File: src/rtl/uart_pack_tx.sv
// Pack serializer for the UART transmit path: sends out_pattern, freq_pattern and
// ctrl as one PACK_NUM-byte pack over the tx_start/tx_done_tick handshake.
module uart_pack_tx #(
    parameter int DATA_BIT   = 32,
    parameter int PACK_NUM   = (DATA_BIT / 8) * 2 + 1,
    parameter int GAP_CYCLES = 0,
    parameter int TIMEOUT    = 1_000_000
) (
    input  logic                clk,
    input  logic                rst,
    input  logic                i_start,
    input  logic [DATA_BIT-1:0] i_out_pattern,
    input  logic [DATA_BIT-1:0] i_freq_pattern,
    input  logic [7:0]          i_ctrl,
    output logic                o_tx_start,
    output logic [7:0]          o_tx_data,
    input  logic                i_tx_done_tick,
    output logic                o_busy,
    output logic                o_done_tick,
    output logic                o_timeout_tick
);

    localparam int SR_W = PACK_NUM * 8;
    localparam int BC_W = $clog2(PACK_NUM);
    localparam logic [BC_W-1:0] LAST_BYTE = BC_W'(PACK_NUM - 1);
    localparam logic [31:0]     GAP_LAST  = 32'(GAP_CYCLES - 1);
    localparam logic [31:0]     TO_LIM    = 32'(TIMEOUT);

    typedef enum logic [2:0] {
        IDLE,
        SEND,
        WAIT,
        GAP,
        DONE,
        ABORT
    } state_t;

    state_t          state;
    logic [SR_W-1:0] sreg;
    logic [BC_W-1:0] byte_cnt;
    logic [31:0]     cyc_cnt;

    always_ff @(posedge clk) begin
        if (rst) begin
            state          <= IDLE;
            byte_cnt       <= '0;
            cyc_cnt        <= '0;
            o_tx_start     <= 1'b0;
            o_tx_data      <= 8'h00;
            o_busy         <= 1'b0;
            o_done_tick    <= 1'b0;
            o_timeout_tick <= 1'b0;
        end else begin
            o_tx_start     <= 1'b0;
            o_done_tick    <= 1'b0;
            o_timeout_tick <= 1'b0;
            case (state)
                IDLE: begin
                    if (i_start) begin
                        sreg       <= {i_out_pattern, i_freq_pattern, i_ctrl};
                        byte_cnt   <= '0;
                        cyc_cnt    <= '0;
                        o_tx_data  <= i_out_pattern[DATA_BIT-1 -: 8];
                        o_tx_start <= 1'b1;
                        o_busy     <= 1'b1;
                        state      <= SEND;
                    end
                end
                SEND: state <= WAIT;
                WAIT: begin
                    if (i_tx_done_tick) begin
                        if (byte_cnt == LAST_BYTE) begin
                            o_done_tick <= 1'b1;
                            state       <= DONE;
                        end else begin
                            sreg     <= sreg << 8;
                            byte_cnt <= byte_cnt + BC_W'(1);
                            cyc_cnt  <= '0;
                            if (GAP_CYCLES == 0) begin
                                // Next byte is the one just below the top of the unshifted register.
                                o_tx_data  <= sreg[SR_W-9 -: 8];
                                o_tx_start <= 1'b1;
                                state      <= SEND;
                            end else begin
                                state <= GAP;
                            end
                        end
                    // The SEND cycle counts toward the budget, so the tick lands
                    // TIMEOUT cycles after the start pulse.
                    end else if (TIMEOUT != 0 && (cyc_cnt + 32'd2) >= TO_LIM) begin
                        o_timeout_tick <= 1'b1;
                        state          <= ABORT;
                    end else begin
                        cyc_cnt <= cyc_cnt + 32'd1;
                    end
                end
                GAP: begin
                    if (cyc_cnt == GAP_LAST) begin
                        cyc_cnt    <= '0;
                        o_tx_data  <= sreg[SR_W-1 -: 8];
                        o_tx_start <= 1'b1;
                        state      <= SEND;
                    end else begin
                        cyc_cnt <= cyc_cnt + 32'd1;
                    end
                end
                DONE, ABORT: begin
                    o_busy    <= 1'b0;
                    o_tx_data <= 8'h00;
                    state     <= IDLE;
                end
                default: state <= IDLE;
            endcase
        end
    end

endmodule

File: config.mk
export PLATFORM = sky130hd
export DESIGN_NAME = uart_pack_tx
export DESIGN_NICKNAME = d
export VERILOG_FILES = /design/src/rtl/uart_pack_tx.sv
export SDC_FILE = /design/constraint.sdc
export NUM_CORES = 1
export LEC_CHECK = 0
export CAP_MARGIN = 10
export CORE_MARGIN = 4
export CORE_UTILIZATION = 46
export DETAILED_ROUTE_END_ITERATION = 16
export MAX_ROUTING_LAYER = met4
export PLACE_DENSITY = 0.71
export SYNTH_ARGS = -nofsm -noshare
export SYNTH_HDL_FRONTEND = slang
export SYNTH_SLANG_ARGS = --single-unit
File: constraint.sdc
create_clock -name clk -period 5.35 [get_ports clk]
set_clock_uncertainty 0.1 [all_clocks]
set_input_delay 1.605 -clock clk [delete_from_list [all_inputs] [get_ports clk]]
set_output_delay 1.605 -clock clk [all_outputs]
set_load 0.01 [all_outputs]
==> impl_summary.md, run 1 <==
Clocking
The clock reaches the later pin of the worst-skew pair after approximately 0.43 ns. The number of hold buffers added after CTS was 0. The count of H-tree levels built during CTS is 4. After clock tree synthesis, the clock-pin slew on the worst setup and hold paths is around 0.06 ns.

TritonCTS built the clock tree. In this run, post-CTS repair resized a total of 0 instances. Clock tree synthesis inserted a total of 17 buffers. The number of setup buffers added after CTS is 0. The clock root buffer master is sky130_fd_sc_hd__clkbuf_16. The number of buffers on the longest clock path is 2. CTS saw 123 sinks.

Power
VDD sags by at most 0.2256 mV. Dividing total power by cell area gives a power density of around 350 nW/um^2. For this design the static power due to leakage is around 0.0028 uW.

Final layout
For this run, the number of standard cells in the final layout without fillers is 942. The share of post-route cells with drive strength above 1 is 0.1596. The number of antenna diodes in the final layout is 0. Compared with the post-synthesis result, the final layout area differs by 22.93%. The layout net count is between 800 and 900.

Yosys
Counting every net in the synthesized netlist gives 766. The share of synthesized registers carrying an async set or reset is 0. The number of synthesized register bits is ~120. The total number of yosys warnings is 0. After synthesis, the netlist uses between 60 and 70 different library cells.

The post-synthesis sequential area ratio is 0.4674. The post-synthesis area per instance is 9.942 um^2. The count of flip-flops with a built-in enable after synthesis is 72. In this run the cell area of the synthesized design comes to approximately 7000 um^2. The most frequently used flop master after synthesis is sky130_fd_sc_hd__edfxtp_1.

The gate count after technology mapping is slightly below 700.

Drt
The count of vias placed by the detailed router is roughly 5800. The detail route stage leaves a number of antenna-violating nets equal to 0. The wire length per cell is roughly 19 um. The post-detailed-route DRC marker count is 0.

The vias per cell is about 6.1. The number of DRC violations after detailed-routing iteration 0 is approximately 600. The detailed-router iteration count before antenna repair is 5. After detailed routing, the total wire length is 17.55 mm.

Place
The number of placed instances with taps included is slightly above 900. At the end of routability-driven placement, the weighted congestion stood at between 0.9 and 1. The number of buffer cells added on primary ports is between 80 and 90.

The HPWL after detailed placement is ~12 mm.

Min path
The worst hold path was traced through 2 stages. In this run the worst hold path is classified as register to register.

Run
The max capacitance violation total is 0.

Timing
The clock period minus final worst setup slack is between 4 and 5 ns. The share of the cycle needed by the critical path after routing is 0.7745. Setup violations remaining at the end of the flow were counted as 0.

The worst slew slack as a fraction of its limit is 0.2690. Setup repair after global routing left no endpoint under its margin. The final-layout setup total negative slack is 0 ns. Timing would allow up to between 0.2 and 0.25 GHz. The number of slew-limit violations in the final report is 0.

At the pin with the least slew margin, the transition time is 1.092 ns. The number of hold violations in the final report is 0.

Outcome
The flow ran to the end, and the final reports show no timing, DRC or antenna violations.

GRT
Entering global routing, the biggest net connects 76 pins. The global route total overflow is 0. The wire length of the first global-routing pass is 27.86 mm. The via count of the first global-routing pass is 5469. In the global route stage, overall resource usage came out at 0.2155. The number of antenna violations at the first check in global routing was 0.

Die
The core footprint is around 15000 um^2. The die covers around 17000 um^2. In this run the count of I/O pins placed on the die edge is 88. In this run the vertical extent of the chip is 129.7 um.

The floorplan has 44 rows. The width of the die is approximately 130 um. For this configuration, the core starts out at a cell density of 0.4686.

Worst setup path
STA classifies the critical path startpoint as a register. The type of the setup path with the least slack is register to register. The worst setup path is captured at a register.

Data arrives at the worst endpoint at between 4 and 5 ns. The count of cells along the worst register-to-register path is 9. The maximum net fanout on the critical path is 11. The data required time at the worst endpoint is 5.61 ns.
synth_stat cells, types with 4 or more instances:
cell                       count  area share
sky130_fd_sc_hd__edfxtp_1     72        0.32
sky130_fd_sc_hd__mux2_2       64        0.11
sky130_fd_sc_hd__nand2_1      52       0.029
sky130_fd_sc_hd__dfxtp_1      51        0.15
sky130_fd_sc_hd__nor2_1       40       0.022
sky130_fd_sc_hd__clkbuf_1     35       0.019
sky130_fd_sc_hd__nand3_1      31       0.023
sky130_fd_sc_hd__a21oi_1      30       0.022
sky130_fd_sc_hd__nor3_1       30       0.022
sky130_fd_sc_hd__nand4_1      28       0.026
sky130_fd_sc_hd__nor2b_1      24       0.022
sky130_fd_sc_hd__o21ai_0      20       0.015
sky130_fd_sc_hd__and3_1       17       0.016
sky130_fd_sc_hd__buf_2        15       0.011
sky130_fd_sc_hd__inv_1        14      0.0077
sky130_fd_sc_hd__o21ai_1      14       0.010
sky130_fd_sc_hd__o211ai_1     11       0.012
sky130_fd_sc_hd__mux2i_1      10       0.015
sky130_fd_sc_hd__or3_1         9      0.0083
sky130_fd_sc_hd__a221oi_1      8       0.010
sky130_fd_sc_hd__a221o_1       7       0.010
sky130_fd_sc_hd__a211oi_1      5      0.0055
sky130_fd_sc_hd__and4_1        5      0.0064
sky130_fd_sc_hd__ha_1          5      0.0092
sky130_fd_sc_hd__nand2b_1      5      0.0046
sky130_fd_sc_hd__nor4_1        5      0.0046
sky130_fd_sc_hd__o22ai_1       5      0.0046
sky130_fd_sc_hd__o31ai_1       5      0.0055
sky130_fd_sc_hd__xnor2_1       5      0.0064
sky130_fd_sc_hd__a31oi_1       4      0.0037
sky130_fd_sc_hd__buf_1         4      0.0022
sky130_fd_sc_hd__nor3_2        4      0.0059
sky130_fd_sc_hd__or4_1         4      0.0044
sky130_fd_sc_hd__xor2_1        4      0.0051
final timing paths:
check             slack (ns)                         to                      start
setup / recovery        1.21   cyc_cnt[21]$_SDFFE_PP0P_    cyc_cnt[2]$_SDFFE_PP0P_
hold / removal          0.41  o_tx_data[1]$_SDFFE_PP0P_  o_tx_data[1]$_SDFFE_PP0P_
setup reg to reg        1.21   cyc_cnt[21]$_SDFFE_PP0P_    cyc_cnt[2]$_SDFFE_PP0P_
hold reg to reg         0.41  o_tx_data[1]$_SDFFE_PP0P_  o_tx_data[1]$_SDFFE_PP0P_
layout make-up:
cell class | count | area [um^2]
multi-input combinational | 492 | 3351
inverter | 15 | 56.30
timing repair buffer | 96 | 950.9
clock inverter | 15 | 175.2
clock buffer | 17 | 425.4
sequential | 123 | 3183
fill | 1257 | 6162
tap | 184 | 230.2
stage by stage:
step	util	power [uW]	worst slack (ns)	cell area [um^2]	hold WS, ns
floorplan	-	1561	0.8135	6813	0.3954
global placement	0.5347	1727	1.216	7771	0.3969
detailed placement	0.5347	1745	1.133	7771	0.3975
CTS	0.5760	2914	1.366	8372	0.4095
global route	0.5760	3027	1.125	8372	0.4305
finish	0.5760	2905	1.206	8372	0.4055
flip-flops by register name (all words and copies together) (netlist names):
register / cells
sreg: 72
cyc_cnt: 32
o_tx_data: 8
byte_cnt: 4
state: 3
o_busy: 1
o_done_tick: 1
o_timeout_tick: 1
o_tx_start: 1
logic make-up after synthesis:
kind of cell    after synthesis  synth area share
buf+inv                      70           0.04189
simple gates                271            0.2184
mux                          74            0.1205
fa+ha+maj                     5          0.009186
compound gates              133            0.1310
flops                       123            0.4674
xor+xnor                      9           0.01157
layout by cell type, fill, tap and decap left out, types with 10 or more instances in the layout:
cell,Yosys,final
sky130_fd_sc_hd__a21oi_1,30,30
sky130_fd_sc_hd__and3_1,17,17
sky130_fd_sc_hd__clkbuf_16,0,17
sky130_fd_sc_hd__clkdlybuf4s50_1,0,87
sky130_fd_sc_hd__dfxtp_1,51,51
sky130_fd_sc_hd__edfxtp_1,72,72
sky130_fd_sc_hd__inv_1,14,14
sky130_fd_sc_hd__mux2_2,64,64
sky130_fd_sc_hd__mux2i_1,10,10
sky130_fd_sc_hd__nand2_1,52,52
sky130_fd_sc_hd__nand3_1,31,31
sky130_fd_sc_hd__nand4_1,28,28
sky130_fd_sc_hd__nor2_1,40,39
sky130_fd_sc_hd__nor2b_1,24,24
sky130_fd_sc_hd__nor3_1,30,30
sky130_fd_sc_hd__o211ai_1,11,11
sky130_fd_sc_hd__o21ai_0,20,20
sky130_fd_sc_hd__o21ai_1,14,14
metal layers:
metal / vias up / part of all wire / wire [um] / track usage
met4: 0 / 0.022 / 382 / 0.08680
li1: 2728 / - / - / -
met2: 280 / 0.47 / 8293 / 0.3294
met1: 2703 / 0.43 / 7501 / 0.2827
met3: 42 / 0.078 / 1374 / 0.04122
met5: - / 0 / 0 / -
worst max-delay path, stage by stage (launching register included):
cell and delay, ns:
sky130_fd_sc_hd__dfxtp_1 0.45, sky130_fd_sc_hd__ha_1 0.31, sky130_fd_sc_hd__and3_1 0.27, sky130_fd_sc_hd__nand3_1 0.17, sky130_fd_sc_hd__o31ai_1 0.31, sky130_fd_sc_hd__a41oi_1 0.20
sky130_fd_sc_hd__o211ai_1 0.90, sky130_fd_sc_hd__nand3_1 0.34, sky130_fd_sc_hd__a21oi_1 0.74, sky130_fd_sc_hd__a221o_1 0.27
report_power, final:
group / leakage [uW] / internal, uW / switching (uW)
clock network: 0.000277 / 730 / 440
registers: 0.00108 / 1120 / 52.0
logic: 0.00140 / 274 / 286
Power figures use the tool's default switching activity.
==> run 2, diff against run 1 <==
--- a/config.mk
+++ b/config.mk
@@ -10,7 +10,7 @@
 export CORE_UTILIZATION = 46
 export DETAILED_ROUTE_END_ITERATION = 16
 export MAX_ROUTING_LAYER = met4
-export PLACE_DENSITY = 0.71
+export PLACE_DENSITY = 0.68
 export SYNTH_ARGS = -nofsm -noshare
 export SYNTH_HDL_FRONTEND = slang
 export SYNTH_SLANG_ARGS = --single-unit
==> constraint.sdc (replaced) <==
create_clock -name clk -period 4.1 [get_ports clk]
set_clock_uncertainty 0.1 [all_clocks]
set_input_delay 1.23 -clock clk [delete_from_list [all_inputs] [get_ports clk]]
set_output_delay 1.23 -clock clk [all_outputs]
set_load 0.01 [all_outputs]
==> impl_summary.md, run 2 (same netlist as run 1, synthesis figures left out) <==
Clocking
The count of H-tree levels built during CTS came to 4 (unchanged). The number of buffers on the longest clock path was 2 (unchanged). The TritonCTS clock tree is done. The number of buffers added for setup after CTS is 0 (unchanged).

The cell sitting at the root of the clock tree is a sky130_fd_sc_hd__clkbuf_16. The clock latency on the worst-skew pair was 0.42 ns (about the same). The number of buffers inserted during clock tree synthesis came to 17 (unchanged). The quantity of hold-fixing buffers added after cts is 0 (unchanged). The quantity of gates resized following cts is 0 (unchanged). The clock-pin slew of the registers on the worst-case setup and hold paths is 0.06 ns (about the same). The sink count of the clock tree is 123 (unchanged).

Drt
The final routed wirelength across all metal layers is 17.36 mm (-1.1%). The detailed-router iteration count before antenna repair is 5 (unchanged). The count of vias placed by the detailed router is 5752 (-0.017%). The post-detailed-route DRC marker count was 0 (unchanged). The vias per cell is 6.048 (-0.96%). The final antenna-violating net count is 0 (unchanged).

The number of DRC violations after detailed-routing iteration 0 was 552 (-9.8%). The wire length per cell is 18.25 um (-2.0%).

Die
The initial core utilization is 0.4686 (unchanged). The floorplan die height came to 129.7 um (unchanged). The number of ports placed on the die boundary is 88 (unchanged). The total die area was 16820 um^2 (unchanged). The number of placement rows came to 44 (unchanged).

The width of the die is 129.7 um (unchanged). The core footprint was 14530 um^2 (unchanged).

Final layout
The register with the most flip-flops in the final layout is sreg. In the layout the commonest cells are sky130_fd_sc_hd__clkdlybuf4s50_1, sky130_fd_sc_hd__edfxtp_1, sky130_fd_sc_hd__mux2_2. The antenna cell count is 0 (unchanged). The final cell count without fillers is 951 (+0.96%). The layout-stage area growth over the synthesis result is 24.12%. The number of inserted filler cells in the final layout is 1231 (-2.1%).

The layout net count was 835 (+1.1%). The largest registers in the layout are sreg: 72 flops, cyc_cnt: 32 flops, o_tx_data: 8 flops. The flip-flop count of the largest register after layout came to 72 (unchanged). The share of post-route cells with drive strength above 1 is 0.1721 (+0.01247).

The library cell used most frequently in the layout, excluding fill and tap cells, is sky130_fd_sc_hd__clkdlybuf4s50_1.

Timing
The number of slew-limit violations in the final report came to 0 (unchanged). Setup repair after global routing left no endpoint under its margin. The number of hold violations in the final report is 0 (unchanged).

The tightest hold margin was 0.4018 ns (-0.003704 ns). The number of failing setup endpoints in the final timing report is 0 (unchanged). The share of the cycle needed by the critical path after routing is 0.8110. Subtracting the final worst setup slack from the clock period gives approximately 3.3 ns. The maximum frequency from static timing analysis is 0.3007 GHz. The worst slew slack as a fraction of its limit is 0.3906 (+0.1215).

The final-layout setup total negative slack is 0 ns (unchanged). The transition time of the tightest slew-check pin is 0.9142 ns (-0.1775 ns).

Outcome
The run finished with clean final reports.

GRT
The largest net degree at the start of global routing came to 76 (unchanged). The fraction of met3 tracks used by global routing is 0.03669 (-0.004534). The wire length of the first global-routing pass is 28.23 mm (+1.4%).

The global route total overflow is 0 (unchanged). The peak-usage layer in the global routing report is met2. The number of antenna violations at the first check in global routing was 0 (unchanged).

The met1 usage in global routing is 0.2838 (+0.001086). The met2 usage is 0.3376 (+0.008189). The via count of the first global-routing pass was 5591 (+2.2%). The global-route total usage across every layer is 0.2173 (+0.001861).

Power
The leakage component of the power is 0.002820 uW (+2.2%). The combinational fraction of design power came to 0.193 (about the same). The switching share of total power is 0.2680 (about the same). The worst vdd rail ir drop is 0.3527 mV (+56%). The areal power density over the cells came to 451.4 nW/um^2 (+30%). The final total power was 3816 uW (+31%).

The clock network fraction of design power is 0.406 (+0.003). The power share of the sequential group is 0.401 (-0.004). The switching power of the nets was 1023 uW (+31%). The cell-internal power is 2794 uW (+31%).

Min path
The type of the tightest min-delay check is register to register.

Worst setup path
The critical path arrival is 3.53 ns (-0.87 ns). The type of the setup path with the least slack is input pin to register. The maximum net fanout on the critical path is 11 (unchanged).

The data required time at the worst endpoint is 4.30 ns (-1.31 ns). The kind of capture point of the worst setup path is a register. The kind of start point of the critical path is an input pin.

Place
The number of buffer cells added on primary ports was 87 (unchanged). The number of placed instances with taps included is 919 (+0.99%). The HPWL after detailed placement is 12.03 mm (+0.37%). The routability congestion estimate from global placement came to 0.9597 (+2.0%).

Run
The max capacitance violation total is 0 (unchanged).
==> run 2: cell types whose count changed in the layout (fill, tap and decap cells not counted), sizes merged <==
cell	before	now
inv	15	18
clkinvlp	5	2
buf	9	18
==> run 2: path summary, 6_finish.rpt <==
check,start,endpoint,slack (ns),depth (start not counted)
min reg2reg,o_tx_data[7]$_SDFFE_PP0P_,o_tx_data[7]$_SDFFE_PP0P_,0.40,2
max,i_tx_done_tick,cyc_cnt[21]$_SDFFE_PP0P_,0.77,7
min,o_tx_data[7]$_SDFFE_PP0P_,o_tx_data[7]$_SDFFE_PP0P_,0.40,2
max reg2reg,cyc_cnt[1]$_SDFFE_PP0P_,cyc_cnt[21]$_SDFFE_PP0P_,0.78,9
==> run 2: area by class of cell <==
| type | count | area [um^2] | area share |
|---|---|---|---|
| Clock buffer | 17 | 425.4 | 0.05033 |
| Timing Repair Buffer | 105 | 1018 | 0.1205 |
| Sequential cell | 123 | 3183 | 0.3766 |
| Inverter | 15 | 56.30 | 0.006661 |
| Tap cell | 184 | 230.2 | 0.02724 |
| Multi-Input combinational cell | 492 | 3351 | 0.3964 |
| Clock inverter | 15 | 188.9 | 0.02235 |
==> run 2: power groups by stage <==
| stage | Clock (uW) | Combinational, uW | Sequential (uW) |
|---|---|---|---|
| 2_1_floorplan | 0 | 507 | 1530 |
| 3_3_place_gp | 0 | 716 | 1550 |
| 3_5_place_dp | 0 | 734 | 1560 |
| 4_1_cts | 1580 | 740 | 1530 |
| 5_1_grt | 1630 | 812 | 1540 |
| 6_report | 1550 | 737 | 1530 |
==> run 2: layer usage <==
metal,up-vias,share of wire
met4,0,0.022
met2,201,0.49
met5,-,0
met3,34,0.050
met1,2774,0.44
li1,2743,-
==> run 2: worst max-delay path, cell delays in order <==
cell and delay, ns:
sky130_fd_sc_hd__clkdlybuf4s50_1 0.49, sky130_fd_sc_hd__nor2b_1 0.17, sky130_fd_sc_hd__and3_1 0.25, sky130_fd_sc_hd__or3_1 0.57
sky130_fd_sc_hd__nor4_4 0.29, sky130_fd_sc_hd__nor3_2 0.15, sky130_fd_sc_hd__a221o_1 0.37
==> run 2: metrics by stage <==
| step | instance area (um^2) | util | setup slack [ns] |
|---|---|---|---|
| after floorplan | 6818 | - | 0.7283 |
| after global placement | 7839 | 0.5393 | 0.4574 |
| after detailed placement | 7839 | 0.5393 | 0.3739 |
| after CTS | 8453 | 0.5816 | 0.7972 |
| after global routing | 8453 | 0.5816 | 0.5500 |
| final | 8453 | 0.5816 | 0.7747 |
